File: config.mk
export PLATFORM = sky130hd
export DESIGN_NAME = mips_multicycle_ctrl
export DESIGN_NICKNAME = d
export VERILOG_FILES = /design/src/rtl/mips_multicycle_ctrl.sv
export SDC_FILE = /design/constraint.sdc
export NUM_CORES = 1
export LEC_CHECK = 0
export CORE_MARGIN = 5
export CORE_UTILIZATION = 37
export CTS_BUF_LIST = sky130_fd_sc_hd__clkbuf_8
export DETAILED_ROUTE_END_ITERATION = 10
export PLACE_DENSITY_LB_ADDON = 0.25
export SETUP_SLACK_MARGIN = 0.05
export SLEW_MARGIN = 20
export SYNTH_ARGS = -nofsm -noshare
export SYNTH_HDL_FRONTEND = slang
export SYNTH_SLANG_ARGS = --single-unit
File: constraint.sdc
create_clock -name clk -period 1.8 [get_ports clk]
set_input_delay 0.45 -clock clk [delete_from_list [all_inputs] [get_ports clk]]
set_output_delay 0.45 -clock clk [all_outputs]
set_load 0.01 [all_outputs]
File: src/rtl/mips_multicycle_ctrl.sv
// mips_multicycle_ctrl: Moore FSM sequencing the multi-cycle MIPS datapath
// (shared I/D memory, IR, MDR, A/B/ALUOut, one ALU).
// Optional macro MEM_WAIT_EN: IF, MEM_RD and MEM_WR stall until mem_ready=1.
// Without it mem_ready is ignored and every memory state lasts one cycle.
module mips_multicycle_ctrl #(
  parameter int ALU_CTRL_W = 3,
  parameter int STATE_W    = 4
) (
  input  logic                  clk,
  input  logic                  rst,
  input  logic [5:0]            opcode,
  input  logic [5:0]            funct,
  input  logic                  zero,
  input  logic                  mem_ready,
  output logic                  pc_write,
  output logic                  pc_write_cond,
  output logic                  pc_en,
  output logic [1:0]            pc_src,
  output logic                  i_or_d,
  output logic                  mem_read,
  output logic                  mem_write,
  output logic                  ir_write,
  output logic [1:0]            reg_dst,
  output logic [1:0]            mem_to_reg,
  output logic                  reg_write,
  output logic                  alu_src_a,
  output logic [1:0]            alu_src_b,
  output logic [ALU_CTRL_W-1:0] alu_ctrl,
  output logic                  inst_done,
  output logic                  illegal
);

  localparam logic [5:0] OP_R    = 6'b000000;
  localparam logic [5:0] OP_J    = 6'b000010;
  localparam logic [5:0] OP_JAL  = 6'b000011;
  localparam logic [5:0] OP_BEQ  = 6'b000100;
  localparam logic [5:0] OP_ADDI = 6'b001000;
  localparam logic [5:0] OP_SLTI = 6'b001010;
  localparam logic [5:0] OP_LW   = 6'b100011;
  localparam logic [5:0] OP_SW   = 6'b101011;

  localparam logic [5:0] F_JR  = 6'b001000;
  localparam logic [5:0] F_ADD = 6'b100000;
  localparam logic [5:0] F_SUB = 6'b100010;
  localparam logic [5:0] F_AND = 6'b100100;
  localparam logic [5:0] F_OR  = 6'b100101;
  localparam logic [5:0] F_SLT = 6'b101010;

  localparam logic [ALU_CTRL_W-1:0] ALU_AND = ALU_CTRL_W'(3'b000);
  localparam logic [ALU_CTRL_W-1:0] ALU_OR  = ALU_CTRL_W'(3'b001);
  localparam logic [ALU_CTRL_W-1:0] ALU_ADD = ALU_CTRL_W'(3'b010);
  localparam logic [ALU_CTRL_W-1:0] ALU_SUB = ALU_CTRL_W'(3'b110);
  localparam logic [ALU_CTRL_W-1:0] ALU_SLT = ALU_CTRL_W'(3'b111);

  typedef enum logic [STATE_W-1:0] {
    S_RST, S_IF, S_ID, S_MEM_ADR, S_MEM_RD, S_WB_LW, S_MEM_WR, S_EX_R,
    S_WB_R, S_BRANCH, S_EX_I, S_WB_I, S_JUMP, S_JAL, S_JR
  } state_t;

  state_t state_q, state_d;

  logic                  r_ok;      // funct is one of the supported R-type ops
  logic                  op_legal;  // whole instruction is supported
  logic [ALU_CTRL_W-1:0] r_alu;     // ALU op for the R-type execute step

  // a memory access in progress completes this cycle
  logic mem_go;
`ifdef MEM_WAIT_EN
  assign mem_go = mem_ready;
`else
  logic mem_ready_unused;
  assign mem_ready_unused = mem_ready;
  assign mem_go = 1'b1;
`endif

  // State register; reset drops straight into RST so no strobe survives it
  always_ff @(posedge clk or negedge rst) begin
    if (!rst) state_q <= S_RST;
    else      state_q <= state_d;
  end

  // Instruction decode from the IR fields: legality and R-type ALU op
  always_comb begin
    r_alu = ALU_ADD;
    r_ok  = 1'b1;
    case (funct)
      F_ADD:   r_alu = ALU_ADD;
      F_SUB:   r_alu = ALU_SUB;
      F_AND:   r_alu = ALU_AND;
      F_OR:    r_alu = ALU_OR;
      F_SLT:   r_alu = ALU_SLT;
      F_JR:    r_alu = ALU_ADD;
      default: r_ok  = 1'b0;
    endcase
    case (opcode)
      OP_R:                              op_legal = r_ok;
      OP_LW, OP_SW, OP_BEQ, OP_ADDI,
      OP_SLTI, OP_J, OP_JAL:             op_legal = 1'b1;
      default:                           op_legal = 1'b0;
    endcase
  end

  // Next state and per-state control outputs
  always_comb begin
    state_d       = state_q;
    pc_write      = 1'b0;
    pc_write_cond = 1'b0;
    pc_src        = 2'b00;
    i_or_d        = 1'b0;
    mem_read      = 1'b0;
    mem_write     = 1'b0;
    ir_write      = 1'b0;
    reg_dst       = 2'b00;
    mem_to_reg    = 2'b00;
    reg_write     = 1'b0;
    alu_src_a     = 1'b0;
    alu_src_b     = 2'b00;
    alu_ctrl      = ALU_ADD;
    inst_done     = 1'b0;
    illegal       = 1'b0;
    case (state_q)
      S_RST: state_d = S_IF;
      S_IF: begin
        // fetch and PC+4 in parallel; PC/IR only commit once memory delivers
        mem_read  = 1'b1;
        alu_src_b = 2'b01;
        if (mem_go) begin
          ir_write = 1'b1;
          pc_write = 1'b1;
          state_d  = S_ID;
        end
      end
      S_ID: begin
        // speculative branch target PC + (imm<<2) into ALUOut
        alu_src_b = 2'b11;
        illegal   = ~op_legal;
        case (opcode)
          OP_LW, OP_SW:      state_d = S_MEM_ADR;
          OP_R:              state_d = (funct == F_JR) ? S_JR :
                                       (r_ok ? S_EX_R : S_IF);
          OP_BEQ:            state_d = S_BRANCH;
          OP_ADDI, OP_SLTI:  state_d = S_EX_I;
          OP_J:              state_d = S_JUMP;
          OP_JAL:            state_d = S_JAL;
          default:           state_d = S_IF;
        endcase
      end
      S_MEM_ADR: begin
        alu_src_a = 1'b1;
        alu_src_b = 2'b10;
        state_d   = (opcode == OP_SW) ? S_MEM_WR : S_MEM_RD;
      end
      S_MEM_RD: begin
        mem_read = 1'b1;
        i_or_d   = 1'b1;
        if (mem_go) state_d = S_WB_LW;
      end
      S_WB_LW: begin
        reg_write  = 1'b1;
        mem_to_reg = 2'b01;
        inst_done  = 1'b1;
        state_d    = S_IF;
      end
      S_MEM_WR: begin
        mem_write = 1'b1;
        i_or_d    = 1'b1;
        if (mem_go) begin
          inst_done = 1'b1;
          state_d   = S_IF;
        end
      end
      S_EX_R: begin
        alu_src_a = 1'b1;
        alu_ctrl  = r_alu;
        state_d   = S_WB_R;
      end
      S_WB_R: begin
        reg_write = 1'b1;
        reg_dst   = 2'b01;
        inst_done = 1'b1;
        state_d   = S_IF;
      end
      S_BRANCH: begin
        alu_src_a     = 1'b1;
        alu_ctrl      = ALU_SUB;
        pc_write_cond = 1'b1;
        pc_src        = 2'b01;
        inst_done     = 1'b1;
        state_d       = S_IF;
      end
      S_EX_I: begin
        alu_src_a = 1'b1;
        alu_src_b = 2'b10;
        alu_ctrl  = (opcode == OP_SLTI) ? ALU_SLT : ALU_ADD;
        state_d   = S_WB_I;
      end
      S_WB_I: begin
        reg_write = 1'b1;
        inst_done = 1'b1;
        state_d   = S_IF;
      end
      S_JUMP: begin
        pc_write  = 1'b1;
        pc_src    = 2'b10;
        inst_done = 1'b1;
        state_d   = S_IF;
      end
      S_JAL: begin
        // PC already holds PC+4 from IF, so it is the link value for r31
        pc_write   = 1'b1;
        pc_src     = 2'b10;
        reg_write  = 1'b1;
        reg_dst    = 2'b10;
        mem_to_reg = 2'b10;
        inst_done  = 1'b1;
        state_d    = S_IF;
      end
      S_JR: begin
        pc_write  = 1'b1;
        pc_src    = 2'b11;
        inst_done = 1'b1;
        state_d   = S_IF;
      end
      default: state_d = S_RST;
    endcase
  end

  // PC enable folds the branch condition in
  assign pc_en = pc_write | (pc_write_cond & zero);

endmodule
* Word level (Yosys, flattened, before mapping)
Index checks and enable logic that the tools add are counted.
** Storage, ports and cells
- Flip-flop bits (word level) :: 4
- Latch bits :: 0
- Bits in writable memories :: 0
- Bits in read-only memories :: 0
- Input bits :: 16
- Output and inout bits :: 22
- Word-level logic and storage cells :: 70
- Memories :: 0
** Cells by class
- Add/sub/neg operators :: 0
- Multipliers :: 0
- Divide/modulo/power cells :: 0
- $lt $le $gt $ge :: 0
- Eq/ne operators :: 27
- Shifts and indexed selects :: 0
- Mux-type cells :: 24
- Bitwise operators :: 3
- Reduce and logical (&&, ||, !) cells :: 15
** Operators by type and width (count)
- $eq 6x6->1 const B :: 7
- $eq 4x4->1 const B :: 7
- $pmux 4 s7 :: 1
- $pmux 4 s6 :: 1
- $eq 6x4->1 const B :: 3
- $eq 4x3->1 const B :: 4
- $eq 6x2->1 const B :: 2
- $pmux 2 s3 :: 2
- $pmux 3 s4 :: 1
- $reduce_or 2->1 :: 6
- $reduce_or 4->1 :: 3
- $mux 1 :: 11
- $pmux 3 s3 :: 1
- $reduce_or 9->1 :: 1
- $eq 4x2->1 const B :: 2
- $pmux 2 s2 :: 2
- $reduce_or 8->1 :: 1
- $reduce_or 7->1 :: 1
- $eq 6x3->1 const B :: 1
- $logic_not 6->1 :: 1
- $mux 3 :: 2
- $reduce_or 6->1 :: 1
- $eq 4x1->1 const B :: 1
- $logic_not 4->1 :: 1
- 6 further kinds :: 6

* Logic depth before layout (Yosys ltp)
- Depth after elaboration :: 7
- Depth in mapped cells :: 6
- Mapped depth without buffers :: 5

* Least setup slack after synthesis
OpenSTA, ideal clock, no wires.
- Kind :: input to output
- From :: in opcode[2]
- To :: out alu_ctrl[2]
- Arrival time :: 1431 ps
- Path slack :: -81 ps
- Stages :: 6
- Cell sequence :: buf_2 -> and2b_1 -> nand4b_1 -> or2_1 -> a21o_1 -> o21ai_1
** On the way
- Longest elaborated chain between the ends :: 3
** Ends and longest elaborated chain
- start: declaration :: line 11 : input logic [5:0] opcode,
- $eq 6x4->1 :: line 194 : alu_ctrl = (opcode == OP_SLTI) ? ALU_SLT : ALU_ADD;
- $mux 3 :: line 194
- $pmux 3 s3 :: line 121 : case (state_q)
- end: declaration :: line 28 : output logic [ALU_CTRL_W-1:0] alu_ctrl,
No other way between the ends.

* Worst setup path in the final report
- From :: in opcode[0]
- To :: out illegal
** On the way
- Longest elaborated chain between the ends :: 5
- Elaborated cells on any way between the ends :: 12
** Ends and longest elaborated chain
- $eq 6x6->1, or another cell as far along :: line 95 : case (opcode)
- $reduce_or 7->1 :: line 95
- $pmux 1 s2 * :: line 95
- $not 1->1 * :: line 136 : illegal = ~op_legal;
- $mux 1 * :: line 121
- end: declaration :: line 30 : output logic illegal
Mark *: on every way between the ends. The rest lies on a longest branch, timed or not.

==> impl_results.md <==
- Status: finished, violations left
- Failing checks: negative setup slack
- Ant diodes: 0
- Fin cells: 228
- Main combinational cell family by area after synthesis: simple AND/OR/NAND/NOR gates
- I/O pins: 38
- Slew HR: 74.82%
- Total track usage: 30.51%
- Reg2reg setup slack: 0.06 ns
- Worst Skew: 0.002474 ns
- Cells after DPL: 201
- Mapped Cells: 107
- Worst-path clk slew: 0.03 ns
- Number of global-route vias before repair: 1384
- Adder-cell area share of the yosys netlist: 0%
- Worst Path Required: 1.35 ns
- LEAKAGE: 0.8609 nW
- Via count: 1454
- Tcrit/Tclk final: 119.7%
- Cell variety after synth: 47
- Max Buffers Root-to-Sink: 2
- Primary FF master, synth: dfrtp_1
- Drt first pass iters: 5
- Metal1 wirelength: 1799 µm
- Post-Syn Area: 743.2 µm²
- Maxcap violations: 0
- Final Worst Setup Slack: -0.3547 ns
- Gpl congestion: 0.8980
- Post-synth EDFFs: 0
- Final setup fails: 18
- Hold WS: 0.4570 ns
- Worst-path fanout max: 7
- Final Core Density: 96.52%
- Remaining antenna violation count: 0
- Fin. Hold Viols: 0
- Core box area: 1942 µm²
- HP Class: in -> async
- Crit path DAT: 1.70 ns
- Register bit count reported by yosys: 4
- Fraction of registers with async set/reset: 100.0%
- Total grt overflow: 0
- CTS Root Cell: clkbuf_8
- RR Startpoint: state_q[3]
- Worst IR drop on VDD: 1.321 mV
- Syn avg cell area: 6.946 µm²
- Top Metal Used: met4
- CTS buffer count: 3
- Initial antenna violation count: 0
- Dominant cell type by area after synthesis: dfrtp_1
- Top-area cell type share of the netlist area: 13.47%
- Seq/Total Area, Yosys: 13.47%
- Xor/xnor share of the synthesized area: 1.178%
- Compound-gate portion of the synthesized area: 27.78%
- Largest net degree at the start of global routing: 9
- Htree depth: 1
- Die Area: 3005 µm²
- Critical Path End Type: output port
- Mux contribution to synthesized area: 4.209%
- Crit start category: input port
- Die width: 54.82 µm
- Worst slew pin tran: 0.3682 ns
- RSZ-0062 raised after global routing: yes
- Reg2Reg Depth: 5
- CTS tree: built
- # DRC: 0
- WL/cell: 24.33 µm
- YS warnings: 0
- Dpl cell area: 1424 µm²
- Initial drt markers: 83
- Top flop regs: state_q: 4 flops
- PwrDens: 1252 nW/µm²
- Hpwl dp: 2299 µm
- Clk sink count: 4
- Setup Crit Path Kind: in -> out
- Commonest non-fill, non-tap cells in the layout: buf_4 (38), buf_6 (27), buf_2 (18), nor2_1 (9), nand2_1 (8)
- Final Cell Area: 1874 µm²
- Vias per inst: 6.377
- Max Slew Vio Count: 0
- Met3 wire len: 614 µm
- DIE HEIGHT: 54.82 µm
- R2r endpoint: state_q[2]
- Max frequency: 464.1 MHz
- Fin nets: 219
- Most common cell after layout, fill and taps aside: buf_4
- Syn Nets: 123
- Synth Area in Simple Gates: 47.98%
- Metal2 WL: 2599 µm
- PortBufs: 36
- Initial Utilization: 38.27%
- Floorplan row count: 16
- Synth top area cells: dfrtp_1 (13%), nor2_1 (8.6%), nand2_1 (5.1%)
- Largest register FFs: 4
- Worst-Skew Late Latency: 0.22 ns
- Share of layout cells above drive strength 1: 68.66%
- Min Tclk post-route: 2.155 ns
- Largest reg by FF count: state_q
- Area delta synth->final: 152.2%
- First-pass GRT wire length: 6437 µm
- Post-Route WL: 5548 µm
==> critical path, cell delays in order <==
cell	delay, ns
clkdlybuf4s15_2	0.27
nor2_2	0.15
mux2i_1	0.10
or4_1	0.42
and3_4	0.20
buf_6	0.11
==> timing repair <==
action / 4_1_cts / 5_1_grt
pin swaps: 15 / 20
resized for setup: 152 / 51
setup buffers: 16 / 10
hold buffers: 0 / 0
endpoints found under the setup margin: 26 / 23
==> worst max-delay path by stage <==
| stage | start | to | slack, ns | cells after the start |
|---|---|---|---|---|
| 2_1_floorplan | opcode[2] | alu_ctrl[2] | 0.004 | 6 |
| 3_3_place_gp | funct[5] | illegal | -1.02 | 7 |
| 3_5_place_dp | funct[5] | illegal | -1.05 | 7 |
| 4_1_cts | state_q[2] | alu_ctrl[0] | -0.25 | 5 |
| 5_1_grt | state_q[0] | illegal | -0.42 | 5 |
| 6_report | opcode[0] | illegal | -0.35 | 6 |
==> routing by layer <==
metal	up-vias	global-route usage, %
li1	589	-
met3	60	6.267
met5	-	0
met4	0	21.16
met2	147	58.07
met1	658	28.25
==> kinds of logic (layout without fill, tap and decap cells) <==
| kind of cell | count (synthesis) | after routing |
|---|---|---|
| AOI/OAI and AO/OA | 28 | 28 |
| xor gates and xnor gates | 1 | 1 |
| buffers and inverters | 9 | 103 |
| DFF | 4 | 4 |
| muxes | 3 | 3 |
| and+or+nand+nor | 62 | 62 |
==> synth_stat cells (2+ instances only) <==
| library cell | count |
|---|---|
| a31oi_1 | 3 |
| and3_1 | 2 |
| nand2_1 | 10 |
| buf_2 | 5 |
| a21oi_1 | 4 |
| nand4b_1 | 2 |
| nor3b_1 | 2 |
| mux2i_1 | 2 |
| nor2_1 | 17 |
| a21o_1 | 3 |
| a21boi_0 | 2 |
| nor3_1 | 7 |
| nand2b_1 | 5 |
| or2_1 | 2 |
| o21ai_0 | 2 |
| inv_1 | 2 |
| a211oi_1 | 2 |
| o211ai_1 | 3 |
| dfrtp_1 | 4 |
==> report_power, final <==
| part | switching (mW) | total [mW] | leakage, nW | internal [mW] |
|---|---|---|---|---|
| Combinational | 0.962 | 1.98 | 0.788 | 1.02 |
| Clock | 0.0513 | 0.194 | 0.0216 | 0.143 |
| Sequential | 0.0509 | 0.175 | 0.0511 | 0.124 |
==> area by class of cell <==
type / count / area, µm²
flip-flops and latches: 4 / 100.1
inverters: 3 / 23.77
multi-input cells: 94 / 837.1
fillers: 40 / 67.56
well taps: 27 / 33.78
clock buffers: 3 / 41.29
repair buffers: 97 / 838.3
==> through the flow <==
stage                     TNS [ns]  worst slack [ns]  power (mW)
after global placement      -6.649            -1.016       1.351
after detailed placement    -7.517            -1.055       1.390
after global routing        -4.391           -0.4172       2.469
after floorplan                  0          0.004232      0.7217
final                       -3.148           -0.3547       2.348
after CTS                   -1.248           -0.2461       1.772
No activity file was read; power rests on OpenSTA's default activity.
